$ cat src/rtl/fact_game_pkg.sv
// Shared types and tables for the factorization game controller.
// The state codes are the values expected by the 7-segment decoder.
package fact_game_pkg;

  typedef enum logic [3:0] {
    ST_IDLE     = 4'b0000,
    ST_READY    = 4'b0010,
    ST_QUESTION = 4'b0011,
    ST_INPUT    = 4'b0100,
    ST_DRAW     = 4'b0110,
    ST_WRONG    = 4'b0111,
    ST_GOOD     = 4'b1000,
    ST_OUCH     = 4'b1001,
    ST_WIN      = 4'b1010,
    ST_LOSE     = 4'b1011
  } state_e;

  localparam logic [7:0] LFSR_SEED = 8'hA5;

  // Button code to prime value; 0 marks an invalid code.
  function automatic logic [2:0] prime_val(input logic [3:0] code);
    case (code)
      4'd1:    prime_val = 3'd2;
      4'd2:    prime_val = 3'd3;
      4'd3:    prime_val = 3'd5;
      4'd4:    prime_val = 3'd7;
      default: prime_val = 3'd0;
    endcase
  endfunction

  // Every entry is 7-smooth and below 100 so it fits two decimal digits.
  function automatic logic [6:0] question_val(input logic [3:0] idx);
    case (idx)
      4'd0:    question_val = 7'd12;
      4'd1:    question_val = 7'd18;
      4'd2:    question_val = 7'd20;
      4'd3:    question_val = 7'd28;
      4'd4:    question_val = 7'd30;
      4'd5:    question_val = 7'd42;
      4'd6:    question_val = 7'd45;
      4'd7:    question_val = 7'd49;
      4'd8:    question_val = 7'd50;
      4'd9:    question_val = 7'd56;
      4'd10:   question_val = 7'd63;
      4'd11:   question_val = 7'd70;
      4'd12:   question_val = 7'd75;
      4'd13:   question_val = 7'd84;
      4'd14:   question_val = 7'd90;
      4'd15:   question_val = 7'd98;
      default: question_val = 7'd12;
    endcase
  endfunction

endpackage

$ cat src/rtl/fact_question_rom.sv
// Question lookup: 4-bit index to question value and its decimal digits.
module fact_question_rom
  import fact_game_pkg::*;
(
  input  logic [3:0] idx,
  output logic [6:0] value,
  output logic [3:0] tens,
  output logic [3:0] ones
);

  // Table lookup and decimal split; values stay below 100.
  always_comb begin
    value = question_val(idx);
    tens  = 4'(value / 7'd10);
    ones  = 4'(value % 7'd10);
  end

endmodule

$ cat src/rtl/fact_game_ctrl.sv
// Main FSM of the factorization game: phase timing, question selection, prime judging, scoring.
// Optional macro FACT_RANDOM_Q_EN selects questions from an LFSR instead of a sequential counter.
module fact_game_ctrl
  import fact_game_pkg::*;
#(
  parameter int READY_CYC   = 50_000_000,
  parameter int QDIG_CYC    = 50_000_000,
  parameter int RESULT_CYC  = 100_000_000,
  parameter int TIMEOUT_CYC = 500_000_000,
  parameter int NROUND      = 3
) (
  input  logic       CLK,
  input  logic       nRST,
  input  logic       START,
  input  logic       BTN_VALID,
  input  logic [3:0] BTN_PRIME,
  output logic [3:0] STATE,
  output logic [3:0] QUE,
  output logic [3:0] DIN,
  output logic [3:0] SCORE
);

  localparam int MAX_AB = (READY_CYC > QDIG_CYC) ? READY_CYC : QDIG_CYC;
  localparam int MAX_CD = (RESULT_CYC > TIMEOUT_CYC) ? RESULT_CYC : TIMEOUT_CYC;
  localparam int MAXC   = (MAX_AB > MAX_CD) ? MAX_AB : MAX_CD;
  localparam int CW     = (MAXC > 1) ? $clog2(MAXC) : 1;

  // Loading N-1 and leaving on zero makes each phase last exactly N cycles.
  localparam logic [CW-1:0] LD_READY   = CW'(READY_CYC - 1);
  localparam logic [CW-1:0] LD_QDIG    = CW'(QDIG_CYC - 1);
  localparam logic [CW-1:0] LD_RESULT  = CW'(RESULT_CYC - 1);
  localparam logic [CW-1:0] LD_TIMEOUT = CW'(TIMEOUT_CYC - 1);
  localparam logic [CW-1:0] CNT_ZERO   = '0;
  localparam logic [CW-1:0] CNT_ONE    = CW'(1);
  localparam logic [3:0]    NR         = 4'(NROUND);
  localparam logic [4:0]    NR2        = 5'(NROUND);

  state_e        state_r, state_s;
  logic [CW-1:0] cnt_r, cnt_s;
  logic [6:0]    rem_r, rem_s;
  logic [3:0]    que_r, que_s;
  logic [3:0]    din_r, din_s;
  logic [3:0]    score_r, score_s;
  logic [3:0]    round_r, round_s;
  logic          digit_r, digit_s;
  logic          adv_idx_s;
  logic [3:0]    q_idx_s;
  logic [6:0]    q_value_s;
  logic [3:0]    q_tens_s, q_ones_s;
  logic [2:0]    pval_s;
  logic [6:0]    quot_s;
  logic          divisible_s;
  logic [3:0]    round_inc_s;
  state_e        verdict_s;

  fact_question_rom u_rom (
    .idx   (q_idx_s),
    .value (q_value_s),
    .tens  (q_tens_s),
    .ones  (q_ones_s)
  );

`ifdef FACT_RANDOM_Q_EN
  logic [7:0] lfsr_r;

  // Free-running Fibonacci LFSR, x^8+x^6+x^5+x^4+1.
  always_ff @(posedge CLK or negedge nRST) begin
    if (!nRST) lfsr_r <= LFSR_SEED;
    else       lfsr_r <= {lfsr_r[6:0], lfsr_r[7] ^ lfsr_r[5] ^ lfsr_r[4] ^ lfsr_r[3]};
  end

  assign q_idx_s = lfsr_r[3:0];
`else
  logic [3:0] seq_r;

  // Sequential question index; only a hardware reset rewinds it.
  always_ff @(posedge CLK or negedge nRST) begin
    if (!nRST)          seq_r <= 4'd0;
    else if (adv_idx_s) seq_r <= seq_r + 4'd1;
    else                seq_r <= seq_r;
  end

  assign q_idx_s = seq_r;
`endif

  // Constant-divisor quotient and divisibility of the remaining value.
  always_comb begin
    pval_s      = prime_val(BTN_PRIME);
    quot_s      = rem_r;
    divisible_s = 1'b0;
    case (pval_s)
      3'd2: begin quot_s = rem_r >> 1;    divisible_s = (rem_r[0] == 1'b0);       end
      3'd3: begin quot_s = rem_r / 7'd3;  divisible_s = ((rem_r % 7'd3) == 7'd0); end
      3'd5: begin quot_s = rem_r / 7'd5;  divisible_s = ((rem_r % 7'd5) == 7'd0); end
      3'd7: begin quot_s = rem_r / 7'd7;  divisible_s = ((rem_r % 7'd7) == 7'd0); end
      default: begin quot_s = rem_r; divisible_s = 1'b0; end
    endcase
  end

  // Game verdict from the score against the round count.
  always_comb begin
    round_inc_s = round_r + 4'd1;
    if ({score_r, 1'b0} > NR2)       verdict_s = ST_WIN;
    else if ({score_r, 1'b0} == NR2) verdict_s = ST_DRAW;
    else                             verdict_s = ST_LOSE;
  end

  // Next-state and next-output logic.
  always_comb begin
    state_s   = state_r;
    cnt_s     = cnt_r;
    rem_s     = rem_r;
    que_s     = que_r;
    din_s     = din_r;
    score_s   = score_r;
    round_s   = round_r;
    digit_s   = digit_r;
    adv_idx_s = 1'b0;
    case (state_r)
      ST_IDLE, ST_WIN, ST_LOSE, ST_DRAW: begin
        if (START) begin
          state_s = ST_READY;
          cnt_s   = LD_READY;
          score_s = 4'd0;
          round_s = 4'd0;
        end else begin
          state_s = state_r;
        end
      end
      ST_READY: begin
        if (cnt_r == CNT_ZERO) begin
          state_s   = ST_QUESTION;
          cnt_s     = LD_QDIG;
          rem_s     = q_value_s;
          que_s     = q_tens_s;
          digit_s   = 1'b0;
          adv_idx_s = 1'b1;
        end else begin
          cnt_s = cnt_r - CNT_ONE;
        end
      end
      ST_QUESTION: begin
        if (cnt_r != CNT_ZERO) begin
          cnt_s = cnt_r - CNT_ONE;
        end else if (!digit_r) begin
          digit_s = 1'b1;
          que_s   = 4'(rem_r % 7'd10);
          cnt_s   = LD_QDIG;
        end else begin
          state_s = ST_INPUT;
          din_s   = 4'd0;
          cnt_s   = LD_TIMEOUT;
        end
      end
      ST_INPUT: begin
        // A press on the expiry cycle takes priority over the timeout.
        if (BTN_VALID) begin
          din_s = BTN_PRIME;
          if (divisible_s) begin
            rem_s = quot_s;
            if (quot_s == 7'd1) begin
              state_s = ST_GOOD;
              score_s = score_r + 4'd1;
              cnt_s   = LD_RESULT;
            end else begin
              cnt_s = LD_TIMEOUT;
            end
          end else begin
            state_s = ST_WRONG;
            cnt_s   = LD_RESULT;
          end
        end else if (cnt_r == CNT_ZERO) begin
          state_s = ST_OUCH;
          cnt_s   = LD_RESULT;
        end else begin
          cnt_s = cnt_r - CNT_ONE;
        end
      end
      ST_GOOD, ST_WRONG, ST_OUCH: begin
        if (cnt_r != CNT_ZERO) begin
          cnt_s = cnt_r - CNT_ONE;
        end else if (round_inc_s == NR) begin
          round_s = round_inc_s;
          state_s = verdict_s;
        end else begin
          round_s = round_inc_s;
          state_s = ST_READY;
          cnt_s   = LD_READY;
        end
      end
      default: begin
        state_s = ST_IDLE;
        cnt_s   = CNT_ZERO;
      end
    endcase
  end

  // State and output registers.
  always_ff @(posedge CLK or negedge nRST) begin
    if (!nRST) begin
      state_r <= ST_IDLE;
      cnt_r   <= CNT_ZERO;
      rem_r   <= 7'd0;
      que_r   <= 4'd0;
      din_r   <= 4'd0;
      score_r <= 4'd0;
      round_r <= 4'd0;
      digit_r <= 1'b0;
    end else begin
      state_r <= state_s;
      cnt_r   <= cnt_s;
      rem_r   <= rem_s;
      que_r   <= que_s;
      din_r   <= din_s;
      score_r <= score_s;
      round_r <= round_s;
      digit_r <= digit_s;
    end
  end

  assign STATE = state_r;
  assign QUE   = que_r;
  assign DIN   = din_r;
  assign SCORE = score_r;

endmodule

$ cat config.mk
export PLATFORM = sky130hd
export DESIGN_NAME = fact_game_ctrl
export DESIGN_NICKNAME = d
export VERILOG_FILES = /design/src/rtl/fact_game_pkg.sv /design/src/rtl/fact_question_rom.sv /design/src/rtl/fact_game_ctrl.sv
export SDC_FILE = /design/constraint.sdc
export NUM_CORES = 1
export LEC_CHECK = 0
export BUFFER_PORTS_ARGS = -buffer_cell sky130_fd_sc_hd__buf_2
export CAP_MARGIN = 20
export CORE_ASPECT_RATIO = 1.5
export CORE_UTILIZATION = 40
export DETAILED_ROUTE_END_ITERATION = 12
export SYNTH_ARGS = -nofsm -noshare
export SYNTH_HDL_FRONTEND = slang
export SYNTH_HIERARCHICAL = 1
export SYNTH_SLANG_ARGS = --single-unit
$ cat constraint.sdc
create_clock -name CLK -period 11.4 [get_ports CLK]
set_input_delay 2.85 -clock CLK [delete_from_list [all_inputs] [get_ports CLK]]
set_output_delay 2.85 -clock CLK [all_outputs]
set_load 0.05 [all_outputs]
==> impl_metrics.toml, run 1 <==
[clocking]
tritoncts = "built"
clock_latency_on_the_worst_skew_pair_ps = 340
cts.htree.levels = 3
clk_pin_slew_ps = 50
tritoncts_num_sinks = 61
cts_root_buf = "clkbuf_16"
cts.path.max_buffers = 2
tritoncts.num_buffers = 9

[final_layout]
utilization = 0.451
final_net_count = 921
antenna_cells = 0
area_delta_synth_final_pct = 8.85
drive_above_1_share = 0.136
final_design_area_no_fill_um2 = 7360

[critical_path]
worst_r2r_path_depth = 35
regToRegStartpoint = "rem_r[6]$_DFFE_PN0P_"
timing.critical_path.max_delay_family = "compound AO/OA/AOI/OAI gates"
worst_path_most_repeated_cell = "ha_1"
crit_slowest_cell = "o31a_1"
crit-reg2reg-capture = "STATE[3]$_DFFE_PN0P_"
worst_ep_arrival_time_ps = 11040
startpoint = "BTN_PRIME[3]"
timing.critical_path.fanout_max = 8
max_stage_delay_ps = 350
endpoint_kind = "flop"
timing.setup.critical_path_class = "in2reg"
cp-endpoint = "STATE[3]$_DFFE_PN0P_"
crit_required_ps = 11620
cp-start-kind = "input pin"
cp.depth = 36
crit_buf_inv = 2
r2r_slack_ps = 2830

[timing]
worst_clock_skew_ps = 5.56
setup_viol = 0
fmaxAchievable_mhz = 92.4
normalized_max_slew_margin = 0.294
period_share = 0.949
worst_margin_slew_ps = 1050
slew_violations = 0
final-hold-violation-count = 0
fin_crit_ps = 10820

[die]
chipWidth_um = 108
die_height_um = 161
fp-row-count = 57
dieArea_um2 = 17400
core_area_um2 = 16300
io_pins = 24
initial_utilization = 0.414

[placement]
placed_wire_length_estimate_after_detailed_placement_um = 14400
gp_routability_congestion = 0.858
detailed_place.area_um2 = 7040
placement.io_buffers = 23

[global_routing]
grt_overflow = 0
global_route_wire_length_before_repair_um = 32500
overall_global_routing_usage = 0.234
grt_busiest_layer = "met2"
largest_net_degree_at_the_start_of_global_routing = 62
gr-usage-met3 = 0.0242
antenna_found_initial = 0
gr-usage-met2 = 0.437
vias_in_the_first_global_route = 6519
groute.layer.met1.usage = 0.265

[detailed_routing]
totalWireLength_um = 19900
route.detailed.wl_per_inst_um = 18.2
antenna_left = 0
remaining_drc_errors = 0
detailedRoute.firstIterationViolations = 305
drt-vias-per-instance = 6.17
detailedRoute.firstPassIterationCount = 4
route.vias.total = 6730

[yosys]
yosys_warnings = 6
netlist_instances = 875
syn_area_per_cell_um2 = 7.73
post_synth_instance_area_um2 = 6760
postSynthNetCount = 916

[min_path]
worst_hold_path_type = "reg2reg"

[run_status]
status = "finished clean"

[flow_run]
drv_cap = 0
## placed cells by master, fill, tap and decap left out, drive strengths merged, types with 8 or more instances in the layout
| cell type | count |
|---|---|
| o211ai | 16 |
| a21oi | 64 |
| nand2 | 82 |
| clkbuf | 12 |
| a211oi | 8 |
| inv | 33 |
| nor3 | 32 |
| dfrtp | 61 |
| or3 | 14 |
| a22o | 8 |
| o21a | 10 |
| a221oi | 8 |
| nor4 | 17 |
| xor2 | 8 |
| and2 | 8 |
| nand3 | 23 |
| o31ai | 11 |
| buf | 50 |
| o31a | 9 |
| mux2 | 11 |
| a31oi | 14 |
| mux2i | 9 |
| nor2b | 8 |
| nor2 | 72 |
| nand2b | 21 |
| ha | 32 |
| a22oi | 8 |
| o21ai | 80 |
| xnor2 | 23 |
## metal layers
metal | share of wire | vias up
met5 | 0 | -
met3 | 0.026 | 45
met2 | 0.54 | 135
met4 | 0.028 | 0
met1 | 0.41 | 3254
li1 | - | 3296
## state kept, by name (all words and copies together) (netlist names)
register,cells
digit_r,1
q_idx_s,4
rem_r,7
round_r,4
STATE,4
QUE,4
SCORE,4
cnt_r,29
DIN,4
## per-stage QoR
step	setup WS [ps]	std cells	TNS (ps)	hold slack, ps
global route	-41.6	1091	-41.6	475
CTS	235	1089	0	471
finish	577	1091	0	477
floorplan	7.42	875	0	433
detailed placement	-91.9	1073	-190	460
global placement	126	1073	0	447
## how the worst min path moves through the flow
stage | startpoint | to | cells past startpoint
after global routing | cnt_r[16]$_DFFE_PN0P_ | cnt_r[16]$_DFFE_PN0P_ | 1
after global placement | cnt_r[12]$_DFFE_PN0P_ | cnt_r[12]$_DFFE_PN0P_ | 2
after CTS | cnt_r[16]$_DFFE_PN0P_ | cnt_r[16]$_DFFE_PN0P_ | 1
after floorplan | cnt_r[12]$_DFFE_PN0P_ | cnt_r[12]$_DFFE_PN0P_ | 2
final | cnt_r[16]$_DFFE_PN0P_ | cnt_r[16]$_DFFE_PN0P_ | 1
after detailed placement | cnt_r[16]$_DFFE_PN0P_ | cnt_r[16]$_DFFE_PN0P_ | 1
## what timing repair did
item | CTS | global route
endpoints found under the hold margin | 0 | 0
gates resized for setup | 0 | 8
setup buffers | 0 | 2
hold buffers | 0 | 0
endpoints found under the setup margin | 0 | 14
## cell type report
class	instances	area, um^2
fill	1638	8970
multi-input combinational	722	4840
sequential	61	1530
timing repair buffer	50	318
tap	206	258
clock buffer	12	256
inverter	36	141
clock inverter	4	22.5
Power of run 1 is not shown: default switching activity piles up to over one toggle a cycle in this logic, so the estimate is an artifact.
==> run 2: changes to the inputs <==
CORE_ASPECT_RATIO = 0.5   (was 1.5)
==> impl_metrics.toml, run 2 (synthesis gave the netlist of run 1 again) <==
[global_routing]
vias_in_the_first_global_route = 6152
antenna_found_initial = 0
largest_net_degree_at_the_start_of_global_routing = 62
global_route_wire_length_before_repair_um = 31100
grt_overflow = 0
overall_global_routing_usage = 0.223

[placement]
placement.io_buffers = 23
gp_routability_congestion = 0.861
detailed_place.area_um2 = 7050
placed_wire_length_estimate_after_detailed_placement_um = 13300
pre_cts_ws_ps = -340

[critical_path]
timing.setup.critical_path_class = "in2reg"
r2r_slack_ps = 2770
max_stage_delay_ps = 360
crit_required_ps = 11620
worst_path_most_repeated_cell = "ha_1"
worst_ep_arrival_time_ps = 11100
cp-start-kind = "input pin"
timing.critical_path.fanout_max = 7
crit_slowest_cell = "o31a_1"
endpoint_kind = "flop"

[clocking]
cts.path.max_buffers = 2
tritoncts.num_buffers = 9
clk_pin_slew_ps = 60
cts_root_buf = "clkbuf_16"
clock_latency_on_the_worst_skew_pair_ps = 340
tritoncts = "built"
cts.htree.levels = 3
tritoncts_num_sinks = 61

[final_layout]
antenna_cells = 0
biggestRegsByFlops = "cnt_r: 29 flops, rem_r: 7 flops"
largest-register = "cnt_r"
final_cell_mix = "nand2_1, o21ai_0, nor2_1"
drive_above_1_share = 0.135
fillerInstances = 1704
final_net_count = 919
area_delta_synth_final_pct = 9.75
final_design_area_no_fill_um2 = 7420
utilization = 0.452
most_common_cell_after_layout_fill_and_taps_aside = "nand2_1"
largest_register_ff_count = 29

[detailed_routing]
antenna_left = 0
totalWireLength_um = 18800
drt-vias-per-instance = 6.01
detailedRoute.firstPassIterationCount = 5
detailedRoute.firstIterationViolations = 583
route.detailed.wl_per_inst_um = 16.9
remaining_drc_errors = 0
route.vias.total = 6673

[timing]
normalized_max_slew_margin = 0.344
fin_crit_ps = 10880
worst_clock_skew_ps = 7.16
fmaxAchievable_mhz = 91.9
final-hold-violation-count = 0
final_critical_path_setup_slack_ps = 523
worst_margin_slew_ps = 980
setup_viol = 0
slew_violations = 0
period_share = 0.954
rsz0062_at_grt = "no"
holdWs_ps = 472

[die]
dieArea_um2 = 17500
io_pins = 24
fp-row-count = 33
core_area_um2 = 16400
die_height_um = 93.9
chipWidth_um = 186
initial_utilization = 0.411

[flow_run]
drv_cap = 0

[min_path]
worst_hold_path_type = "reg2reg"

[run_status]
status = "finished clean"
-- run 2: changes by cell type in the layout (fill, tap and decap cells not counted), moves of 2 or more --
| cell | delta |
|---|---|
| clkinvlp_4 | +2 |
| o21ai_1 | -2 |
| clkinv_4 | +2 |
| bufinv_16 | +2 |
| o21ai_0 | +2 |
| buf_4 | -2 |
| clkbuf_8 | -2 |
| clkinv_2 | -3 |
-- run 2: worst paths after layout --
kind                                       startpoint                     to  cells past startpoint
worst max-delay path                     BTN_PRIME[3]   STATE[3]$_DFFE_PN0P_                     37
worst min-delay path            cnt_r[12]$_DFFE_PN0P_  cnt_r[12]$_DFFE_PN0P_                      2
worst max register to register   rem_r[6]$_DFFE_PN0P_   STATE[3]$_DFFE_PN0P_                     36
worst min register to register  cnt_r[12]$_DFFE_PN0P_  cnt_r[12]$_DFFE_PN0P_                      2
max in group asynchronous                        nRST   cnt_r[8]$_DFFE_PN0P_                      2
min in group asynchronous                        nRST     DIN[2]$_DFFE_PN0P_                      2
-- run 2: repair_timing --
| action | in CTS | in global routing |
|---|---|---|
| cloned | 0 | 0 |
| gates resized for setup | 2 | 4 |
| endpoints found under the setup margin | 1 | 14 |
| setup buffers | 0 | 2 |
| hold buffers | 0 | 0 |
| pin swaps | 0 | 2 |
-- run 2: per-layer routing --
metal / up-vias / part of all wire / global-route usage
met2: 152 / 0.45 / 0.358
met5: - / 0 / 0
met3: 33 / 0.048 / 0.0465
li1: 3295 / - / -
met4: 0 / 0.017 / 0.0615
met1: 3193 / 0.48 / 0.301
-- run 2: per-stage QoR --
step                cells  TNS, ps
global route         1110        0
detailed placement   1092    -2220
global placement     1092     -304
CTS                  1108        0
finish               1110        0
floorplan             875        0
-- run 2: area by class of cell --
| cell class | instances | area (um^2) | area share |
|---|---|---|---|
| multi-input combinational | 722 | 4840 | 0.652 |
| sequential | 61 | 1530 | 0.206 |
| timing repair buffer | 48 | 303 | 0.0408 |
| tap | 227 | 284 | 0.0383 |
| clock buffer | 9 | 225 | 0.0303 |
| inverter | 36 | 141 | 0.0191 |
| clock inverter | 7 | 100 | 0.0135 |
-- run 2: critical path, delay by kind of cell --
kind / cells / cell delay [ps]
AO/OA/AOI/OAI: 15 / 3440
adder cells (fa/ha/maj): 6 / 1880
AND/OR/NAND/NOR: 9 / 1560
multiplexers: 2 / 650
buffers and inverters: 4 / 410
XOR/XNOR: 1 / 280
Power of run 2 is left out for the same reason.
==> run 3: changes to the inputs <==
CORE_UTILIZATION = 64   (was 40)
PLACE_DENSITY = 0.82   (was unset)
SYNTH_HIERARCHICAL = unset   (was 1)
==> impl_metrics.toml, run 3 <==
[min_path]
worst_hold_path_type = "reg2reg"
holdCritStartpoint = "QUE[3]$_DFFE_PN0P_"

[critical_path]
endpoint_kind = "flop"
startpoint = "BTN_PRIME[2]"
worst_path_most_repeated_cell = "ha_1"
crit_slowest_cell = "or3b_1"
crit_required_ps = 11620
max_stage_delay_ps = 390
worst_ep_arrival_time_ps = 11010
regToRegStartpoint = "rem_r[6]$_DFFE_PN0P_"
timing.critical_path.fanout_max = 9
cp-start-kind = "input pin"
timing.setup.critical_path_class = "in2reg"

[power_and_ir_drop]
design_power_total_mw = 2.16
irDropWorstVdd_v = 0.000165
static-leakage-power_nw = 3.10
cellPowerDensity_nw_per_um2 = 295

[run_status]
status = "finished clean"

[yosys]
synth.lib_cells_used.distinct = 101
yosys_warnings = 0
netlist_instances = 886
post-synth-top-count-cell = "o21ai_0"
post_synth_instance_area_um2 = 6790
postSynth.topFlopCell = "dfrtp_1"
synth.top_cell.area_share = 0.225
netlist_top_cells_area = "dfrtp_1, o21ai_0, ha_1"
asyncSetResetFlopFracSynth = 1.00
postSynthNetCount = 928
synth_enable_flop_cells = 0
syn_area_per_cell_um2 = 7.67
synth.yosys.seq_area_share = 0.225
synth-seq-cells = 61
synthDominantAreaCellType = "dfrtp_1"
synthTopCellsByCount = "o21ai_0, nand2_1, nor2_1"

[clocking]
clock_latency_on_the_worst_skew_pair_ps = 330
clk_pin_slew_ps = 60
tritoncts_num_sinks = 61
cts_root_buf = "clkbuf_16"
tritoncts = "built"
cts.htree.levels = 3
cts.path.max_buffers = 2
tritoncts.num_buffers = 9

[timing]
setup_viol = 0
setup-tns-final_ps = 0
worst_clock_skew_ps = 9.26
fmaxAchievable_mhz = 92.7
normalized_max_slew_margin = 0.282
holdWs_ps = 478
worst_margin_slew_ps = 1080
period_share = 0.947
slew_violations = 0
rsz0062_at_grt = "no"
final-hold-violation-count = 0
fin_crit_ps = 10790

[final_layout]
area_delta_synth_final_pct = 7.96
utilization = 0.716
final_cell_mix = "o21ai_0, nand2_1, nor2_1"
final_net_count = 931
largest_register_ff_count = 29
biggestRegsByFlops = "cnt_r: 29 flops, rem_r: 7 flops"
drive_above_1_share = 0.116
antenna_cells = 0
final_design_area_no_fill_um2 = 7330
fillerInstances = 805
most_common_cell_after_layout_fill_and_taps_aside = "o21ai_0"
largest-register = "cnt_r"

[detailed_routing]
route.detailed.wl_per_inst_um = 17.5
detailedRoute.firstIterationViolations = 886
remaining_drc_errors = 0
drt-vias-per-instance = 6.77
antenna_left = 0
totalWireLength_um = 18100
route.vias.total = 7001
detailedRoute.firstPassIterationCount = 5

[die]
dieArea_um2 = 11100
core_area_um2 = 10200
initial_utilization = 0.663
fp-row-count = 26
die_height_um = 74.8
io_pins = 24
chipWidth_um = 148

[global_routing]
overall_global_routing_usage = 0.327
vias_in_the_first_global_route = 6023
global_route_wire_length_before_repair_um = 29100
largest_net_degree_at_the_start_of_global_routing = 62
grt_overflow = 0
antenna_found_initial = 0

[placement]
detailed_place.area_um2 = 7000
gp_routability_congestion = 0.936
placement.io_buffers = 23
placed_wire_length_estimate_after_detailed_placement_um = 12600

[flow_run]
drv_cap = 0
## run 3: cell types whose count changed in the layout (fill, tap and decap cells not counted), sizes merged, moves of 6 or more
cell,change
a31oi,+6
a221oi,-6
nand3,+12
nor4,-8
o21ai,+9
buf,-6
mux2i,+8
## run 3: final timing paths
| kind | endpoint | slack [ps] | cells past startpoint |
|---|---|---|---|
| setup / recovery | STATE[0]$_DFFE_PN0P_ | 610 | 35 |
| hold / removal | QUE[3]$_DFFE_PN0P_ | 480 | 2 |
| setup reg to reg | STATE[0]$_DFFE_PN0P_ | 3240 | 32 |
| hold reg to reg | QUE[3]$_DFFE_PN0P_ | 480 | 2 |
| max in group asynchronous | q_idx_s[2]$_DFFE_PN0P_ | 8200 | 2 |
| min in group asynchronous | DIN[3]$_DFFE_PN0P_ | 2680 | 2 |
## run 3: what timing repair did
action	in CTS	in global routing
endpoints found under the setup margin	0	14
gates resized for setup	0	3
buffers inserted	0	1
hold buffers	0	0
## run 3: stage by stage
step / setup WS [ps] / cells
after detailed placement: 107 / 1017
after floorplan: 418 / 886
after global placement: 503 / 1017
final: 608 / 1034
after global routing: 72.2 / 1034
after CTS: 414 / 1033
## run 3: report_power, final
part | switching [mW] | total (mW) | internal (mW)
Combinational | 0.922 | 1.51 | 0.593
Sequential | 0.0776 | 0.359 | 0.281
Clock | 0.100 | 0.290 | 0.190
## run 3: layer usage
metal | part of all wire | global-route usage
met1 | 0.44 | 0.436
met2 | 0.47 | 0.552
met3 | 0.072 | 0.0527
met4 | 0.020 | 0.113
met5 | 0 | 0
## run 3: logic make-up (layout without fill, tap and decap cells)
group / after synthesis / in the layout / synth area share
xor gates and xnor gates: 36 / 36 / 0.0464
DFF: 61 / 61 / 0.225
adders and majority gates: 35 / 35 / 0.0652
muxes: 28 / 28 / 0.0444
and+or+nand+nor: 342 / 342 / 0.261
AOI/OAI and AO/OA: 304 / 304 / 0.308
buffers and inverters: 80 / 88 / 0.0497
## run 3: area by class of cell
cell class / count / area (um^2) / area share
clock buffers: 9 / 225 / 0.0307
clock inverters: 7 / 90.1 / 0.0123
multi-input cells: 745 / 4940 / 0.674
well taps: 140 / 175 / 0.0239
flip-flops and latches: 61 / 1530 / 0.208
repair buffers: 42 / 258 / 0.0352
inverters: 30 / 114 / 0.0155
## run 3: worst max-delay path, delay by kind of cell
family	cells	cell delay, ps
fa+ha+maj	6	1920
mux	1	360
simple gates	5	1240
xor+xnor	3	530
compound gates	17	3680
buf+inv	3	400
Note: power is estimated with default switching activity, not from simulation.
